## src/rtl/wb_cmd_bridge_master_if.sv

```systemverilog
// Host command / Wishbone B4 pipelined bundle for wb_cmd_bridge_master.
// master = bridge view, slave = host+bus environment view.
interface wb_cmd_bridge_master_if;
    logic        i_cmd_stb;
    logic [33:0] i_cmd_word;
    logic        o_cmd_busy;
    logic        o_rsp_stb;
    logic [33:0] o_rsp_word;
    logic        i_wb_err;
    logic        i_wb_stall;
    logic        i_wb_ack;
    logic [31:0] i_wb_data;
    logic        o_wb_cyc;
    logic        o_wb_stb;
    logic [29:0] o_wb_addr;
    logic        o_wb_we;
    logic [31:0] o_wb_data;

    modport master (
        input  i_cmd_stb, i_cmd_word,
        input  i_wb_err, i_wb_stall, i_wb_ack, i_wb_data,
        output o_cmd_busy, o_rsp_stb, o_rsp_word,
        output o_wb_cyc, o_wb_stb, o_wb_addr, o_wb_we, o_wb_data
    );

    modport slave (
        output i_cmd_stb, i_cmd_word,
        output i_wb_err, i_wb_stall, i_wb_ack, i_wb_data,
        input  o_cmd_busy, o_rsp_stb, o_rsp_word,
        input  o_wb_cyc, o_wb_stb, o_wb_addr, o_wb_we, o_wb_data
    );
endinterface

```

## src/rtl/wb_cmd_bridge_master.sv

```systemverilog
// Command-word driven Wishbone B4 pipelined master: one bus
// transaction and one response word per READ/WRITE/SET_ADDR command.
module wb_cmd_bridge_master (
    input  logic i_clk,
    input  logic i_reset,
    wb_cmd_bridge_master_if.master bus
);

    typedef enum logic [1:0] {
        S_IDLE,
        S_REQ,
        S_WAIT
    } state_e;

    localparam logic [1:0] OP_READ  = 2'b00;
    localparam logic [1:0] OP_WRITE = 2'b01;
    localparam logic [1:0] OP_SETA  = 2'b10;
    localparam logic [1:0] OP_NOP   = 2'b11;

    state_e      state_q, state_d;
    logic [29:0] addr_q, addr_d;
    logic        inc_en_q, inc_en_d;
    logic        we_q, we_d;
    logic [31:0] data_q, data_d;
    logic        rsp_stb_q, rsp_stb_d;
    logic [33:0] rsp_word_q, rsp_word_d;

    logic [1:0]  op;
    logic [31:0] payload;
    logic        accept;
    logic        done;
    logic        fail;

    assign op      = bus.i_cmd_word[33:32];
    assign payload = bus.i_cmd_word[31:0];
    assign accept  = bus.i_cmd_stb && (state_q == S_IDLE);

    always_comb begin
        state_d    = state_q;
        addr_d     = addr_q;
        inc_en_d   = inc_en_q;
        we_d       = we_q;
        data_d     = data_q;
        rsp_stb_d  = 1'b0;
        rsp_word_d = rsp_word_q;
        done       = 1'b0;
        fail       = 1'b0;

        unique case (state_q)
            S_IDLE: begin
                if (accept) begin
                    case (op)
                        OP_READ, OP_WRITE: begin
                            state_d = S_REQ;
                            we_d    = (op == OP_WRITE);
                            data_d  = payload;
                        end
                        OP_SETA: begin
                            addr_d     = payload[29:0];
                            inc_en_d   = ~payload[30];
                            rsp_stb_d  = 1'b1;
                            rsp_word_d = {4'b0000, payload[29:0]};
                        end
                        OP_NOP: ;
                        default: ;
                    endcase
                end
            end
            S_REQ: begin
                // error aborts even while the slave is still stalling
                if (bus.i_wb_err) begin
                    fail = 1'b1;
                end else if (!bus.i_wb_stall) begin
                    if (bus.i_wb_ack) done = 1'b1;
                    else              state_d = S_WAIT;
                end
            end
            S_WAIT: begin
                if (bus.i_wb_err)      fail = 1'b1;
                else if (bus.i_wb_ack) done = 1'b1;
            end
            default: state_d = S_IDLE;
        endcase

        if (fail) begin
            state_d    = S_IDLE;
            rsp_stb_d  = 1'b1;
            rsp_word_d = {2'b11, 32'h0};
        end

        if (done) begin
            state_d   = S_IDLE;
            rsp_stb_d = 1'b1;
            if (we_q) rsp_word_d = {2'b10, 32'h0};
            else      rsp_word_d = {2'b01, bus.i_wb_data};
            if (inc_en_q) addr_d = addr_q + 30'd1;
        end
    end

    always_ff @(posedge i_clk or negedge i_reset) begin
        if (!i_reset) begin
            state_q    <= S_IDLE;
            addr_q     <= '0;
            inc_en_q   <= 1'b1;
            we_q       <= 1'b0;
            data_q     <= '0;
            rsp_stb_q  <= 1'b0;
            rsp_word_q <= '0;
        end else begin
            state_q    <= state_d;
            addr_q     <= addr_d;
            inc_en_q   <= inc_en_d;
            we_q       <= we_d;
            data_q     <= data_d;
            rsp_stb_q  <= rsp_stb_d;
            rsp_word_q <= rsp_word_d;
        end
    end

    assign bus.o_wb_cyc   = (state_q != S_IDLE);
    assign bus.o_wb_stb   = (state_q == S_REQ);
    assign bus.o_cmd_busy = (state_q != S_IDLE);
    assign bus.o_wb_addr  = addr_q;
    assign bus.o_wb_we    = we_q;
    assign bus.o_wb_data  = data_q;
    assign bus.o_rsp_stb  = rsp_stb_q;
    assign bus.o_rsp_word = rsp_word_q;

endmodule

```

## src/flat_wrapper.sv

```systemverilog
// flat-port wrapper written by rule: the top's interface ports become plain ports
module wb_cmd_bridge_master_flat 
  (i_clk, i_reset, bus_i_cmd_stb, bus_i_cmd_word, bus_i_wb_err, bus_i_wb_stall, bus_i_wb_ack, bus_i_wb_data, bus_o_cmd_busy, bus_o_rsp_stb, bus_o_rsp_word, bus_o_wb_cyc, bus_o_wb_stb, bus_o_wb_addr, bus_o_wb_we, bus_o_wb_data);
  wb_cmd_bridge_master_if bus_i ();
  input  logic i_clk;
  input  logic i_reset;
  input wire logic [$bits(bus_i.i_cmd_stb)-1:0] bus_i_cmd_stb;
  input wire logic [$bits(bus_i.i_cmd_word)-1:0] bus_i_cmd_word;
  input wire logic [$bits(bus_i.i_wb_err)-1:0] bus_i_wb_err;
  input wire logic [$bits(bus_i.i_wb_stall)-1:0] bus_i_wb_stall;
  input wire logic [$bits(bus_i.i_wb_ack)-1:0] bus_i_wb_ack;
  input wire logic [$bits(bus_i.i_wb_data)-1:0] bus_i_wb_data;
  output wire logic [$bits(bus_i.o_cmd_busy)-1:0] bus_o_cmd_busy;
  output wire logic [$bits(bus_i.o_rsp_stb)-1:0] bus_o_rsp_stb;
  output wire logic [$bits(bus_i.o_rsp_word)-1:0] bus_o_rsp_word;
  output wire logic [$bits(bus_i.o_wb_cyc)-1:0] bus_o_wb_cyc;
  output wire logic [$bits(bus_i.o_wb_stb)-1:0] bus_o_wb_stb;
  output wire logic [$bits(bus_i.o_wb_addr)-1:0] bus_o_wb_addr;
  output wire logic [$bits(bus_i.o_wb_we)-1:0] bus_o_wb_we;
  output wire logic [$bits(bus_i.o_wb_data)-1:0] bus_o_wb_data;
  assign bus_i.i_cmd_stb = bus_i_cmd_stb;
  assign bus_i.i_cmd_word = bus_i_cmd_word;
  assign bus_i.i_wb_err = bus_i_wb_err;
  assign bus_i.i_wb_stall = bus_i_wb_stall;
  assign bus_i.i_wb_ack = bus_i_wb_ack;
  assign bus_i.i_wb_data = bus_i_wb_data;
  assign bus_o_cmd_busy = bus_i.o_cmd_busy;
  assign bus_o_rsp_stb = bus_i.o_rsp_stb;
  assign bus_o_rsp_word = bus_i.o_rsp_word;
  assign bus_o_wb_cyc = bus_i.o_wb_cyc;
  assign bus_o_wb_stb = bus_i.o_wb_stb;
  assign bus_o_wb_addr = bus_i.o_wb_addr;
  assign bus_o_wb_we = bus_i.o_wb_we;
  assign bus_o_wb_data = bus_i.o_wb_data;
  wb_cmd_bridge_master u_core (.i_clk(i_clk), .i_reset(i_reset), .bus(bus_i));
endmodule
```

## config.mk

```make
export PLATFORM = sky130hd
export DESIGN_NAME = wb_cmd_bridge_master_flat
export DESIGN_NICKNAME = d
export VERILOG_FILES = /design/src/rtl/wb_cmd_bridge_master_if.sv /design/src/rtl/wb_cmd_bridge_master.sv /design/src/flat_wrapper.sv
export SDC_FILE = /design/constraint.sdc
export NUM_CORES = 1
export LEC_CHECK = 0
export CORE_MARGIN = 2
export CORE_UTILIZATION = 45
export CTS_BUF_LIST = sky130_fd_sc_hd__clkbuf_2 sky130_fd_sc_hd__clkbuf_4 sky130_fd_sc_hd__clkbuf_8
export DETAILED_ROUTE_END_ITERATION = 6
export PLACE_DENSITY = 0.8
export SLEW_MARGIN = 10
export SYNTH_ARGS = -nofsm -noshare
export SYNTH_HDL_FRONTEND = slang
export SYNTH_SLANG_ARGS = --single-unit
export TNS_END_PERCENT = 1
```

## constraint.sdc

```tcl
create_clock -name i_clk -period 2.22 [get_ports i_clk]
set_input_delay 0.666 -clock i_clk [delete_from_list [all_inputs] [get_ports i_clk]]
set_output_delay 0.666 -clock i_clk [all_outputs]
set_load 0.005 [all_outputs]
```

After elaboration in Yosys (flattened, before gate mapping)
Index checks and enable logic that the tools add are counted.

Register bits after elaboration: 101. Bits of input ports: 72. Output and inout port bits: 101.

$add $sub $neg: 1. Equal/unequal tests: 10. Muxes and demuxes: 31. Bitwise gates (word level): 1. Reductions and logical operators: 13.

Operators by type and width (number): 34-bit 2-to-1 mux (6); 30-bit 2-to-1 mux (5); 30-bit by 1-bit adder with 30-bit output, second input constant (1); 4-bit by 2-bit != test with 1-bit output, second input constant (4); 2-bit 2-to-1 mux (7); 1-bit 2-to-1 mux (11); 3-bit AND reduction (3); 3-bit nonzero test (3); 2-bit case mux with 3 select lines (1); 6-bit AND reduction (1); 2-bit by 1-bit == test with 1-bit output, second input constant (2); 2-bit == test, second input constant (2); 2-bit logical NOT (2); 4-bit by 1-bit != test with 1-bit output, second input constant (1); 2-bit OR reduction (2); 3-bit by 1-bit != test with 1-bit output, second input constant (1); 1-bit case mux with 2 select lines (1); 2-bit nonzero test (1); 1-bit logical AND (1); 1-bit inverter (1).

Longest topological paths before layout
Depth after elaboration: 7. Mapped depth: 9. Depth with buffers taken out: 7.

Worst setup path before layout
Ideal clock, no wire load.

Path type: input to register. From: in bus_i_wb_stall. To: reg u_core.state_q[0]. Setup time: 125 ps. Arrival: 1732 ps. Required time: 2095 ps. Setup slack: 363 ps. Stages: 4. Buffers on the path: 0. Cell sequence: and2b_1 o21ai_0 and2_1 mux2_2.

Cells in the longest elaborated chain, start to end: 5.

RTL lines: from (decl) (line flat_wrapper.sv:10) `input wire logic [$bits(bus_i.i_wb_stall)-1:0] bus_i_wb_stall;`; 1-bit 2-to-1 mux (line wb_cmd_bridge_master.sv:73) `end else if (!bus.i_wb_stall) begin`; 1-bit 2-to-1 mux (line wb_cmd_bridge_master.sv:71) `if (bus.i_wb_err) begin`; 1-bit case mux with 2 select lines (line wb_cmd_bridge_master.sv:49) `unique case (state_q)`; 4-bit by 1-bit != test with 1-bit output (no source line), or another cell as far along; 6-bit AND reduction (no source line); to (signal assigned) (line wb_cmd_bridge_master.sv:110) `state_q <= state_d;`; to (decl) (line wb_cmd_bridge_master.sv:20) `state_e state_q, state_d;`.

Several ways; a longest one is shown, not always the timed one. A chain may end at the register's enable or synchronous reset.

Worst setup path after layout
From: in bus_i_wb_ack. To: reg u_core.rsp_word_q[0], in the netlist u_core.bus.o_rsp_word[0].

Cells in the longest elaborated chain, start to end: 6.

RTL lines: from (decl) (line flat_wrapper.sv:11) `input wire logic [$bits(bus_i.i_wb_ack)-1:0] bus_i_wb_ack;`; 1-bit 2-to-1 mux (*) (line wb_cmd_bridge_master.sv:74, wb_cmd_bridge_master.sv:80); 1-bit 2-to-1 mux (line wb_cmd_bridge_master.sv:73); 1-bit 2-to-1 mux (line wb_cmd_bridge_master.sv:71); 1-bit case mux with 2 select lines (*) (line wb_cmd_bridge_master.sv:49); 3-bit nonzero test (no source line); 3-bit AND reduction (no source line); to (signal assigned) (line wb_cmd_bridge_master.sv:116) `rsp_word_q <= rsp_word_d;`; to (decl) (line wb_cmd_bridge_master.sv:26) `logic [33:0] rsp_word_q, rsp_word_d;`.

Every way passes the cells marked *; elsewhere a longest branch is shown, timed or not.

==> results by group <==
Status
  • Status: complete, no violations

Setup path
  • Crit end category: flip-flop
  • Worst-path maximum fanout: 13
  • Slowest library cell on the worst path: clkdlybuf4s50_1
  • CP Launch Type: primary input
  • Worst setup path end: u_core.bus.o_rsp_word[0]$_DFFE_PN0P_
  • Worst path max stage delay: 580 ps
  • Crit path max-delay family: buffers and inverters
  • Worst Setup SP: bus_i_wb_ack
  • CP cell instances: clkdlybuf4s50_1 -> and3b_2 -> o21ai_0 -> buf_4 -> nor2_2 -> buf_4 -> a2bb2oi_1 -> nor2_1
  • Top cell by count, worst path: buf_4
  • FF-to-FF Start: u_core.state_q[1]$_DFFE_PN0P_
  • Worst r2r dst: u_core.bus.o_rsp_word[0]$_DFFE_PN0P_
  • Register-to-Register Path Depth: 9
  • Bufs and invs on worst path: 3
  • Worst endpoint data arrival time: 2440 ps
  • CP required: 2510 ps
  • Worst setup path category: primary input to flip-flop
  • CP Depth: 8
  • R2R Setup Slk: 230 ps

Drt
  • Detailed-route via count: 4531
  • First DRT Iteration DRCs: 186
  • Routed vias/inst: 5.636
  • Routed WL per cell: 17.77 µm
  • Post-route antenna net violation count: 0
  • Drc violations: 0
  • Final wirelength: 14.29 mm
  • Pre-antenna DRT Iters: 7

Finish
  • FF+latch area: 0.002529 mm²
  • Commonest non-fill, non-tap cells in the layout: clkdlybuf4s50_1, dfrtp_1, nand2_1
  • Final non-filler cell total: 804
  • N_diodes: 0
  • Area delta synth->final: 49.85%
  • Layout cell share with drive strength beyond 1: 17.96%
  • Multi-input gate area: 0.002231 mm²
  • Fillers: 765
  • Fin nets: 740
  • Leading cell type in the layout, fill and taps excluded: clkdlybuf4s50_1

Global routing
  • Met2 Use GR: 42.77%
  • First-pass GRT wire length: 23.18 mm
  • GRT Resource Usage Total: 25.18%
  • Initial antenna violation count: 0
  • Remaining global-route overflow: 0
  • GR Layer Usage met1: 32.38%
  • Largest net degree at the start of global routing: 47
  • Met3 Usage GRT: 5.726%
  • Gr busiest metal: met2
  • Vias in the first global route: 4665

Logic synthesis
  • Largest cells by area after synthesis: dfrtp_1, mux2_2, mux2i_1
  • Ys flop type: dfrtp_1
  • Synth cell types: 56
  • Avg Inst Size Synth: 10.64 µm²
  • Post-synthesis instance total: 458
  • Mapped Area: 0.004872 mm²
  • Part of the Yosys area used for sequential elements: 51.90%
  • Leading area contributor after synthesis: dfrtp_1
  • FFs w/ async S/R, synth: 100.0%
  • Number of synthesized flops with an enable pin: 0
  • #FFs+latches synth: 101
  • Post-Syn Nets: 535
  • Synth top area share: 51.36%
  • Ys Warns: 0

Job
  • Max-cap violations: 0

Die
  • Die ar.: 0.01168 mm²
  • Ports: 173
  • Core Area: 0.01042 mm²
  • Die Ht: 108.1 µm
  • Row count: 37
  • Die span in x: 108.1 µm
  • Initial Utilization: 46.77%

Worst hold path
  • Hold Path Class: primary input to asynchronous set/reset pin

STA
  • Max Slew Vio Count: 0
  • Setup TNS: 0 ps
  • Fin crit share: 96.75%
  • Rel. slew slack: 69.16%
  • Fin crit period: 2148 ps
  • Final hold violation count: 0
  • Final setup vio count: 0
  • Clk_skew: 11.75 ps
  • RSZ-0062 raised after global routing: true
  • Worst Max-Slew Pin Slew: 462.6 ps
  • Highest clock rate: 465.6 MHz

Power
  • Total power per unit cell area: 1193 mW/mm²
  • Leakage power: 0.003169 µW
  • Max IR drop VDD: 0.0006167 V

Clocking
  • CTS root buf: clkbuf_8
  • CTS tree: yes
  • TritonCTS buffer count: 9
  • Clock latency on the worst-skew pair: 370 ps
  • Clk buf depth: 2
  • Clock sinks: 101
  • Clock-pin slew on the worst setup and hold paths: 100 ps
  • H-tree depth: 3

Placed design
  • IO buf count: 172
  • RePlAce Congestion: 0.8944
  • DP Cell Count: 785
  • HPWL Detailed: 10.66 mm
## cells in the mapped netlist (all sizes together) (7+ instances only)
| master | instances |
|---|---|
| dfrtp | 100 |
| nand2 | 61 |
| o21ai | 38 |
| mux2 | 34 |
| mux2i | 29 |
| nor2 | 28 |
| nand3 | 19 |
| a21oi | 16 |
| buf | 15 |
| nand4 | 13 |
| a211oi | 12 |
| nor3 | 10 |
| o211ai | 10 |
| and3 | 8 |
| inv | 8 |
| clkbuf | 7 |
| o22ai | 7 |
## registers in the layout (all words and copies together), names as in the netlist
register / count
u_core.state_q: 2
u_core.bus.o_rsp_stb: 1
u_core.bus.o_wb_we: 1
u_core.bus.o_wb_data: 32
u_core.bus.o_rsp_word: 34
u_core.bus.o_wb_addr: 30
u_core.inc_en_q: 1
## stage by stage
stage / instance area [µm²] / total power [µW] / setup slack [ps] / hold WS (ps) / util, %
2_1_floorplan: 4872 / 4863 / 363.0 / 370.4 / -
3_3_place_gp: 7037 / 7301 / -184.0 / 487.2 / 67.56
3_5_place_dp: 7037 / 7453 / -294.6 / 491.1 / 67.56
4_1_cts: 7289 / 8768 / 2.310 / 245.9 / 69.98
5_1_grt: 7301 / 9273 / -33.79 / 255.7 / 70.09
6_report: 7301 / 8709 / 72.20 / 232.5 / 70.09
## power breakdown
| part | internal, µW | leakage (µW) | switching (µW) |
|---|---|---|---|
| combinational | 2530 | 0.00183 | 1540 |
| clock | 568 | 0.000103 | 650 |
| sequential | 2710 | 0.00124 | 704 |
| total | 5810 | 0.00317 | 2900 |
## worst min path at each step
stage | start | end | slack, ps
global placement | u_core.bus.o_wb_data[20]$_DFFE_PN0P_ | u_core.bus.o_wb_data[20]$_DFFE_PN0P_ | 490
detailed placement | u_core.bus.o_wb_data[13]$_DFFE_PN0P_ | u_core.bus.o_wb_data[13]$_DFFE_PN0P_ | 490
finish | i_reset | u_core.bus.o_wb_data[30]$_DFFE_PN0P_ | 230
CTS | i_reset | u_core.bus.o_wb_data[30]$_DFFE_PN0P_ | 250
floorplan | i_reset | u_core.bus.o_rsp_stb$_DFF_PN0_ | 370
global route | i_reset | u_core.bus.o_wb_data[30]$_DFFE_PN0P_ | 260
## final cells by class
class	count	share of cell area [%]
sequential	101	34.64
clock buffer	11	1.988
tap	136	2.331
multi-input combinational	327	30.56
clock inverter	5	0.8226
timing repair buffer	216	29.25
inverter	8	0.4113
## cells by family after synthesis
| family | synth area share, % |
|---|---|
| and+or+nand+nor | 16.49 |
| AOI/OAI and AO/OA | 13.69 |
| DFF | 51.90 |
| muxes | 13.82 |
| buffers and inverters | 2.825 |
| adders and majority gates | 1.284 |
## metal layers
layer  share of wire, %  up-vias
li1                   -     2075
met1                 42     2247
met2                 49      195
met3                7.9       14
met4                1.0        0
met5                  0        -
## what timing repair did
action	4_1_cts	5_1_grt
setup buffers	3	0
hold buffers	0	0
setup endpoints to repair	3	24
resized for setup	7	4
No activity file was read; power rests on OpenSTA's default activity.
